## src/rtl/alu_req_arbiter_pkg.sv

```systemverilog
// Shared opcode constants, FSM state type and opcode helper for the
// two-requester ALU arbiter.
package alu_req_arbiter_pkg;

    localparam logic [2:0] OP_MOV = 3'b000;
    localparam logic [2:0] OP_ADD = 3'b001;
    localparam logic [2:0] OP_AND = 3'b010;
    localparam logic [2:0] OP_OR  = 3'b011;

    typedef enum logic [1:0] {
        ST_IDLE = 2'd0,
        ST_EXEC = 2'd1,
        ST_RESP = 2'd2
    } state_t;

    // Anything above OR is reserved and answered with an error response.
    function automatic logic op_is_reserved(input logic [31:0] op);
        return op > 32'(OP_OR);
    endfunction

endpackage

```

## src/rtl/alu_req_arbiter_if.sv

```systemverilog
// Bundle of requester, shared-ALU and response signals around the arbiter.
// The arbiter sits on the slave side; requesters, ALU and consumer on master.
interface alu_req_arbiter_if #(
    parameter int DATA_W = 8,
    parameter int SEL_W  = 3
);
    logic              req0_valid;
    logic              req0_ready;
    logic [SEL_W-1:0]  req0_op;
    logic [DATA_W-1:0] req0_a;
    logic [DATA_W-1:0] req0_b;
    logic              req1_valid;
    logic              req1_ready;
    logic [SEL_W-1:0]  req1_op;
    logic [DATA_W-1:0] req1_a;
    logic [DATA_W-1:0] req1_b;
    logic [DATA_W-1:0] alu_data1;
    logic [DATA_W-1:0] alu_data2;
    logic [SEL_W-1:0]  alu_select;
    logic [DATA_W-1:0] alu_result;
    logic              resp_valid;
    logic              resp_ready;
    logic [DATA_W-1:0] resp_data;
    logic              resp_id;
    logic              resp_err;

    modport slave (
        input  req0_valid, req0_op, req0_a, req0_b,
        input  req1_valid, req1_op, req1_a, req1_b,
        input  alu_result, resp_ready,
        output req0_ready, req1_ready,
        output alu_data1, alu_data2, alu_select,
        output resp_valid, resp_data, resp_id, resp_err
    );

    modport master (
        output req0_valid, req0_op, req0_a, req0_b,
        output req1_valid, req1_op, req1_a, req1_b,
        output alu_result, resp_ready,
        input  req0_ready, req1_ready,
        input  alu_data1, alu_data2, alu_select,
        input  resp_valid, resp_data, resp_id, resp_err
    );
endinterface

```

## src/rtl/alu_req_arbiter_rr_arb2.sv

```systemverilog
// Two-way round-robin decision: one-hot grant, favouring the requester
// that was not granted last when both are asking.
module rr_arb2 (
    input  logic [1:0] req,
    input  logic       last_grant,
    output logic [1:0] gnt
);
    always_comb begin
        gnt = req;
        if (&req) begin
            gnt = last_grant ? 2'b01 : 2'b10;
        end
    end
endmodule

```

## src/rtl/alu_req_arbiter.sv

```systemverilog
// Arbitrates two requesters onto one external combinational ALU, one op in
// flight. Optional per-requester grant counters with ALU_ARB_STATS_EN.
//
// state   | meaning
// IDLE    | waiting; ready offered combinationally to the granted requester
// EXEC    | registered op/operands driven to the ALU; result captured at end
// RESP    | response held until resp_ready
module alu_req_arbiter
    import alu_req_arbiter_pkg::*;
#(
    parameter int DATA_W = 8,
    parameter int SEL_W  = 3
) (
    input  logic clk,
    input  logic reset,
    alu_req_arbiter_if.slave bus
`ifdef ALU_ARB_STATS_EN
    ,
    output logic [7:0] grant_cnt0,
    output logic [7:0] grant_cnt1
`endif
);
    state_t            state_q, state_d;
    logic [SEL_W-1:0]  op_q, op_d;
    logic [DATA_W-1:0] a_q, a_d;
    logic [DATA_W-1:0] b_q, b_d;
    logic              id_q, id_d;
    logic              last_grant_q, last_grant_d;
    logic [DATA_W-1:0] resp_data_q, resp_data_d;
    logic              resp_err_q, resp_err_d;
    logic [1:0]        gnt;
    logic              accept;

    rr_arb2 u_arb (
        .req        ({bus.req1_valid, bus.req0_valid}),
        .last_grant (last_grant_q),
        .gnt        (gnt)
    );

    assign accept = (state_q == ST_IDLE) && (|gnt);

    always_comb begin
        state_d        = state_q;
        op_d           = op_q;
        a_d            = a_q;
        b_d            = b_q;
        id_d           = id_q;
        last_grant_d   = last_grant_q;
        resp_data_d    = resp_data_q;
        resp_err_d     = resp_err_q;
        bus.req0_ready = 1'b0;
        bus.req1_ready = 1'b0;
        bus.alu_data1  = '0;
        bus.alu_data2  = '0;
        bus.alu_select = '0;
        case (state_q)
            ST_IDLE: begin
                bus.req0_ready = gnt[0];
                bus.req1_ready = gnt[1];
                if (gnt[1]) begin
                    op_d         = bus.req1_op;
                    a_d          = bus.req1_a;
                    b_d          = bus.req1_b;
                    id_d         = 1'b1;
                    last_grant_d = 1'b1;
                    state_d      = ST_EXEC;
                end else if (gnt[0]) begin
                    op_d         = bus.req0_op;
                    a_d          = bus.req0_a;
                    b_d          = bus.req0_b;
                    id_d         = 1'b0;
                    last_grant_d = 1'b0;
                    state_d      = ST_EXEC;
                end
            end
            ST_EXEC: begin
                bus.alu_data1  = a_q;
                bus.alu_data2  = b_q;
                bus.alu_select = op_q;
                // Reserved ops still spend a cycle in EXEC but never expose the ALU answer.
                resp_err_d     = op_is_reserved(32'(op_q));
                resp_data_d    = resp_err_d ? '0 : bus.alu_result;
                state_d        = ST_RESP;
            end
            ST_RESP: begin
                if (bus.resp_ready) begin
                    state_d = ST_IDLE;
                end
            end
            default: state_d = ST_IDLE;
        endcase
    end

    always_ff @(posedge clk or posedge reset) begin
        if (reset) begin
            state_q      <= ST_IDLE;
            op_q         <= '0;
            a_q          <= '0;
            b_q          <= '0;
            id_q         <= 1'b0;
            last_grant_q <= 1'b1;
            resp_data_q  <= '0;
            resp_err_q   <= 1'b0;
        end else begin
            state_q      <= state_d;
            op_q         <= op_d;
            a_q          <= a_d;
            b_q          <= b_d;
            id_q         <= id_d;
            last_grant_q <= last_grant_d;
            resp_data_q  <= resp_data_d;
            resp_err_q   <= resp_err_d;
        end
    end

    assign bus.resp_valid = (state_q == ST_RESP);
    assign bus.resp_data  = resp_data_q;
    assign bus.resp_id    = id_q;
    assign bus.resp_err   = resp_err_q;

`ifdef ALU_ARB_STATS_EN
    logic [7:0] cnt0_q, cnt0_d;
    logic [7:0] cnt1_q, cnt1_d;

    always_comb begin
        cnt0_d = cnt0_q;
        cnt1_d = cnt1_q;
        if (accept && gnt[0] && (cnt0_q != 8'hFF)) cnt0_d = cnt0_q + 8'd1;
        if (accept && gnt[1] && (cnt1_q != 8'hFF)) cnt1_d = cnt1_q + 8'd1;
    end

    always_ff @(posedge clk or posedge reset) begin
        if (reset) begin
            cnt0_q <= 8'd0;
            cnt1_q <= 8'd0;
        end else begin
            cnt0_q <= cnt0_d;
            cnt1_q <= cnt1_d;
        end
    end

    assign grant_cnt0 = cnt0_q;
    assign grant_cnt1 = cnt1_q;
`endif
endmodule

```

## src/flat_wrapper.sv

```systemverilog
// flat-port wrapper written by rule: the top's interface ports become plain ports
module alu_req_arbiter_flat import alu_req_arbiter_pkg::*;
#(
    parameter int DATA_W = 8,
    parameter int SEL_W  = 3
)
  (clk, reset, bus_req0_valid, bus_req0_op, bus_req0_a, bus_req0_b, bus_req1_valid, bus_req1_op, bus_req1_a, bus_req1_b, bus_alu_result, bus_resp_ready, bus_req0_ready, bus_req1_ready, bus_alu_data1, bus_alu_data2, bus_alu_select, bus_resp_valid, bus_resp_data, bus_resp_id, bus_resp_err);
  alu_req_arbiter_if #(.DATA_W(DATA_W), .SEL_W(SEL_W)) bus_i ();
  input  logic clk;
  input  logic reset;
  input wire logic [$bits(bus_i.req0_valid)-1:0] bus_req0_valid;
  input wire logic [$bits(bus_i.req0_op)-1:0] bus_req0_op;
  input wire logic [$bits(bus_i.req0_a)-1:0] bus_req0_a;
  input wire logic [$bits(bus_i.req0_b)-1:0] bus_req0_b;
  input wire logic [$bits(bus_i.req1_valid)-1:0] bus_req1_valid;
  input wire logic [$bits(bus_i.req1_op)-1:0] bus_req1_op;
  input wire logic [$bits(bus_i.req1_a)-1:0] bus_req1_a;
  input wire logic [$bits(bus_i.req1_b)-1:0] bus_req1_b;
  input wire logic [$bits(bus_i.alu_result)-1:0] bus_alu_result;
  input wire logic [$bits(bus_i.resp_ready)-1:0] bus_resp_ready;
  output wire logic [$bits(bus_i.req0_ready)-1:0] bus_req0_ready;
  output wire logic [$bits(bus_i.req1_ready)-1:0] bus_req1_ready;
  output wire logic [$bits(bus_i.alu_data1)-1:0] bus_alu_data1;
  output wire logic [$bits(bus_i.alu_data2)-1:0] bus_alu_data2;
  output wire logic [$bits(bus_i.alu_select)-1:0] bus_alu_select;
  output wire logic [$bits(bus_i.resp_valid)-1:0] bus_resp_valid;
  output wire logic [$bits(bus_i.resp_data)-1:0] bus_resp_data;
  output wire logic [$bits(bus_i.resp_id)-1:0] bus_resp_id;
  output wire logic [$bits(bus_i.resp_err)-1:0] bus_resp_err;
  assign bus_i.req0_valid = bus_req0_valid;
  assign bus_i.req0_op = bus_req0_op;
  assign bus_i.req0_a = bus_req0_a;
  assign bus_i.req0_b = bus_req0_b;
  assign bus_i.req1_valid = bus_req1_valid;
  assign bus_i.req1_op = bus_req1_op;
  assign bus_i.req1_a = bus_req1_a;
  assign bus_i.req1_b = bus_req1_b;
  assign bus_i.alu_result = bus_alu_result;
  assign bus_i.resp_ready = bus_resp_ready;
  assign bus_req0_ready = bus_i.req0_ready;
  assign bus_req1_ready = bus_i.req1_ready;
  assign bus_alu_data1 = bus_i.alu_data1;
  assign bus_alu_data2 = bus_i.alu_data2;
  assign bus_alu_select = bus_i.alu_select;
  assign bus_resp_valid = bus_i.resp_valid;
  assign bus_resp_data = bus_i.resp_data;
  assign bus_resp_id = bus_i.resp_id;
  assign bus_resp_err = bus_i.resp_err;
  alu_req_arbiter #(.DATA_W(DATA_W), .SEL_W(SEL_W)) u_core (.clk(clk), .reset(reset), .bus(bus_i));
endmodule
```

## config.mk

```make
export PLATFORM = sky130hd
export DESIGN_NAME = alu_req_arbiter_flat
export DESIGN_NICKNAME = d
export VERILOG_FILES = /design/src/rtl/alu_req_arbiter_pkg.sv /design/src/rtl/alu_req_arbiter_if.sv /design/src/rtl/alu_req_arbiter_rr_arb2.sv /design/src/rtl/alu_req_arbiter.sv /design/src/flat_wrapper.sv
export SDC_FILE = /design/constraint.sdc
export NUM_CORES = 1
export LEC_CHECK = 0
export CAP_MARGIN = 15
export CORE_ASPECT_RATIO = 1.4
export CORE_UTILIZATION = 26
export CTS_BUF_LIST = sky130_fd_sc_hd__clkbuf_16
export DETAILED_ROUTE_END_ITERATION = 10
export SYNTH_ARGS = -nofsm -noshare
export SYNTH_HDL_FRONTEND = slang
export SYNTH_SLANG_ARGS = --single-unit
```

## constraint.sdc

```tcl
create_clock -name clk -period 1.55 [get_ports clk]
set_input_delay 0.2325 -clock clk [delete_from_list [all_inputs] [get_ports clk]]
set_output_delay 0.2325 -clock clk [all_outputs]
set_load 0.02 [all_outputs]
```

==> run metrics <==
flop and latch count out of synthesis 32; commonest cells after routing, fill and taps aside clkdlybuf4s50_1, dfrtp_1, buf_6; Synth top area share 45.9%; peak supply drop 0.000850 V; main combinational cell family by area after synthesis multiplexers; DP Worst Slack -475 ps; total wire length 4.18 mm; DR WL/cell 13.3 um; TritonCTS clock tree yes; CP Launch Type flop; total grt overflow 0; switching power of the nets 1860 uW; Clock Sinks 32; worst skew pair latency roughly 270 ps; Max clock buf depth 2; PwrDens 1840 nW/um^2; synth-to-layout area growth 79.4%; Worst Setup SP u_core.last_grant_q$_DFFE_PP1P_; Placer Congestion 0.717; core area 6250 sq um; worst hold path type input port to asynchronous set/reset pin; Post-Synth Adder-Cell Area 0%; fin. max-slew vios 0; clock share of power around 16%; Worst-path clk slew 50 ps; top-level port count 83; final setup fails 9; Die Y 97.4 um; Setup Skew 4.19 ps; filler instances 602; Synth area leader dfrtp_1; Starting DRT DRC Count 51; Area contributors post-synth dfrtp_1, mux2_4, mux2_2; largest net degree at the start of global routing 33; reg2reg start u_core.last_grant_q$_DFFE_PP1P_; Final Instance Count excl. Fillers 313; drt first pass iters 2; overall power 5580 uW; post-synthesis mux area share between 20% and 30%; Die Footprint 6830 sq um; WP data required between 1500 and 2000 ps; # hold bufs at CTS 0; Post-Synth Simple-Gate Area approximately 17%; DRC viols 0; synthesized area 1690 sq um; Hold WS 299 ps; Arr. time, crit path approximately 1800 ps; Syn Area/Cell 12.2 sq um; ys async rst share 100%; Vias approximately 1,400; Synth Area in Compound Gates 2.74%; crit path max fanout 5; Mapped Nets 190; DRT antenna net count 0; Least-Margin Pin Slew 384 ps; Post-synth EDFFs 0; critical path type flop to flop; outcome finished with violations; Crit. End Element flop; Max H-tree Level 2; combinational fraction of design power 57.3%; vias in the first global route 1,460; most common cell after layout, fill and taps aside clkdlybuf4s50_1; buffers added on ports slightly above 80; XOR/XNOR Fraction of Synth Area 0%; FMAX 619 MHz; placed insts 296; Global Route Usage Sum 13.1%; share of cells above drive strength 1 44.8%; Worst Setup Slack, final -65.8 ps; part of the Yosys area used for sequential elements between 40% and 50%; CTS Buf Count 5; Synth cell types 23; Final Cycle Share 104%; Sw Ratio 33.4%; yosys warns 0; Seq pwr share between 20% and 30%; HPWL after DPL 2.71 mm; RSZ-0062 raised after global routing yes; ant diodes 0; dominant synthesized flop cell dfrtp_1; Max-Slew Margin vs Limit between 70 and 80%; Die Wd around 70 um; failing checks setup timing; Int Pwr 3720 uW; Root Driver clkbuf_16; total of max-cap violations 0; Pleak 0.00144 uW; Initial Util 27.0%; Cell Rows 34; fin nets 291; crit path time final 1620 ps; drt via density roughly 4.4; first-pass GRT wire length 6.93 mm; Syn Inst Count 139; initial antenna violation count 0; Hold Fails Final Rpt 0
## registers in the layout, summed over array words and instances (netlist names)
name                  cells
u_core.op_q               3
u_core.bus.resp_err       1
u_core.b_q                8
u_core.a_q                8
u_core.state_q            2
u_core.bus.resp_id        1
u_core.bus.resp_data      8
u_core.last_grant_q       1
## final timing paths
path                       slack [ps]  cells past startpoint                             endpoint
hold reg to reg                   460                      2  u_core.bus.resp_data[2]$_DFFE_PP0N_
min in group clk                  350                      3      u_core.last_grant_q$_DFFE_PP1P_
setup reg to reg                  -70                      5           u_core.op_q[2]$_DFFE_PP0P_
setup / recovery                  -70                      5           u_core.op_q[2]$_DFFE_PP0P_
max in group asynchronous        1000                      3      u_core.last_grant_q$_DFFE_PP1P_
hold / removal                    300                      3  u_core.bus.resp_data[6]$_DFFE_PP0N_
## area by class of cell
| type | count | area (sq um) | share of cell area [%] |
|---|---|---|---|
| well taps | 72 | 90.1 | 2.97 |
| flip-flops and latches | 32 | 802 | 26.4 |
| clock buffers | 5 | 125 | 4.13 |
| inverters | 4 | 15.0 | 0.495 |
| clock inverters | 3 | 11.3 | 0.371 |
| repair buffers | 102 | 1090 | 35.9 |
| multi-input cells | 95 | 901 | 29.7 |
## worst max-delay path: stages, from the launching register on
cell and delay (ps):
dfstp_2 530, a21bo_4 170, buf_12 130, buf_16 120
mux2_4 300, mux2_2 250
## Yosys cell counts (2+ instances only)
library cell	n
and2_1	19
buf_2	2
buf_6	2
clkbuf_1	4
dfrtp_1	31
inv_1	4
mux2_2	19
mux2_4	19
nand2_1	16
nand2b_1	2
nand3b_1	8
o21ai_0	2
## metrics by stage
stage,utilization [%],TNS [ps],cell area (sq um)
floorplan,-,0,1690
global placement,42.9,-11120,2680
detailed placement,42.9,-11450,2680
CTS,46.2,-1470,2890
global route,48.5,-1410,3030
finish,48.5,-533,3030
## layer usage
metal | vias to the layer above | GRT usage, % | part of all wire, %
met5 | - | 0 | 0
met4 | 0 | 4.15 | 1.4
met1 | 660 | 14.5 | 40
li1 | 668 | - | -
met2 | 51 | 23.5 | 53
met3 | 5 | 4.05 | 5.4
## what timing repair did
| item | CTS | global route |
|---|---|---|
| hold endpoints to repair | 0 | 0 |
| gates resized for setup | 102 | 62 |
| setup endpoints to repair | 41 | 41 |
| setup buffers | 4 | 3 |
| cloned | 3 | 1 |
| pin swaps | 0 | 6 |
## power by group through the flow
stage,logic (uW),clock network (uW),registers [uW]
floorplan,1370,0,1630
global placement,2740,0,1460
detailed placement,2760,0,1480
CTS,2810,932,1470
global route,3420,975,1540
finish,3200,899,1490
## cells by family (layout without fill, tap and decap cells)
kind of cell / count (synthesis) / after routing
mux: 38 / 38
buf+inv: 12 / 114
simple gates: 50 / 50
compound gates: 7 / 7
flops: 32 / 32
Note: power is estimated with default switching activity, not from simulation.
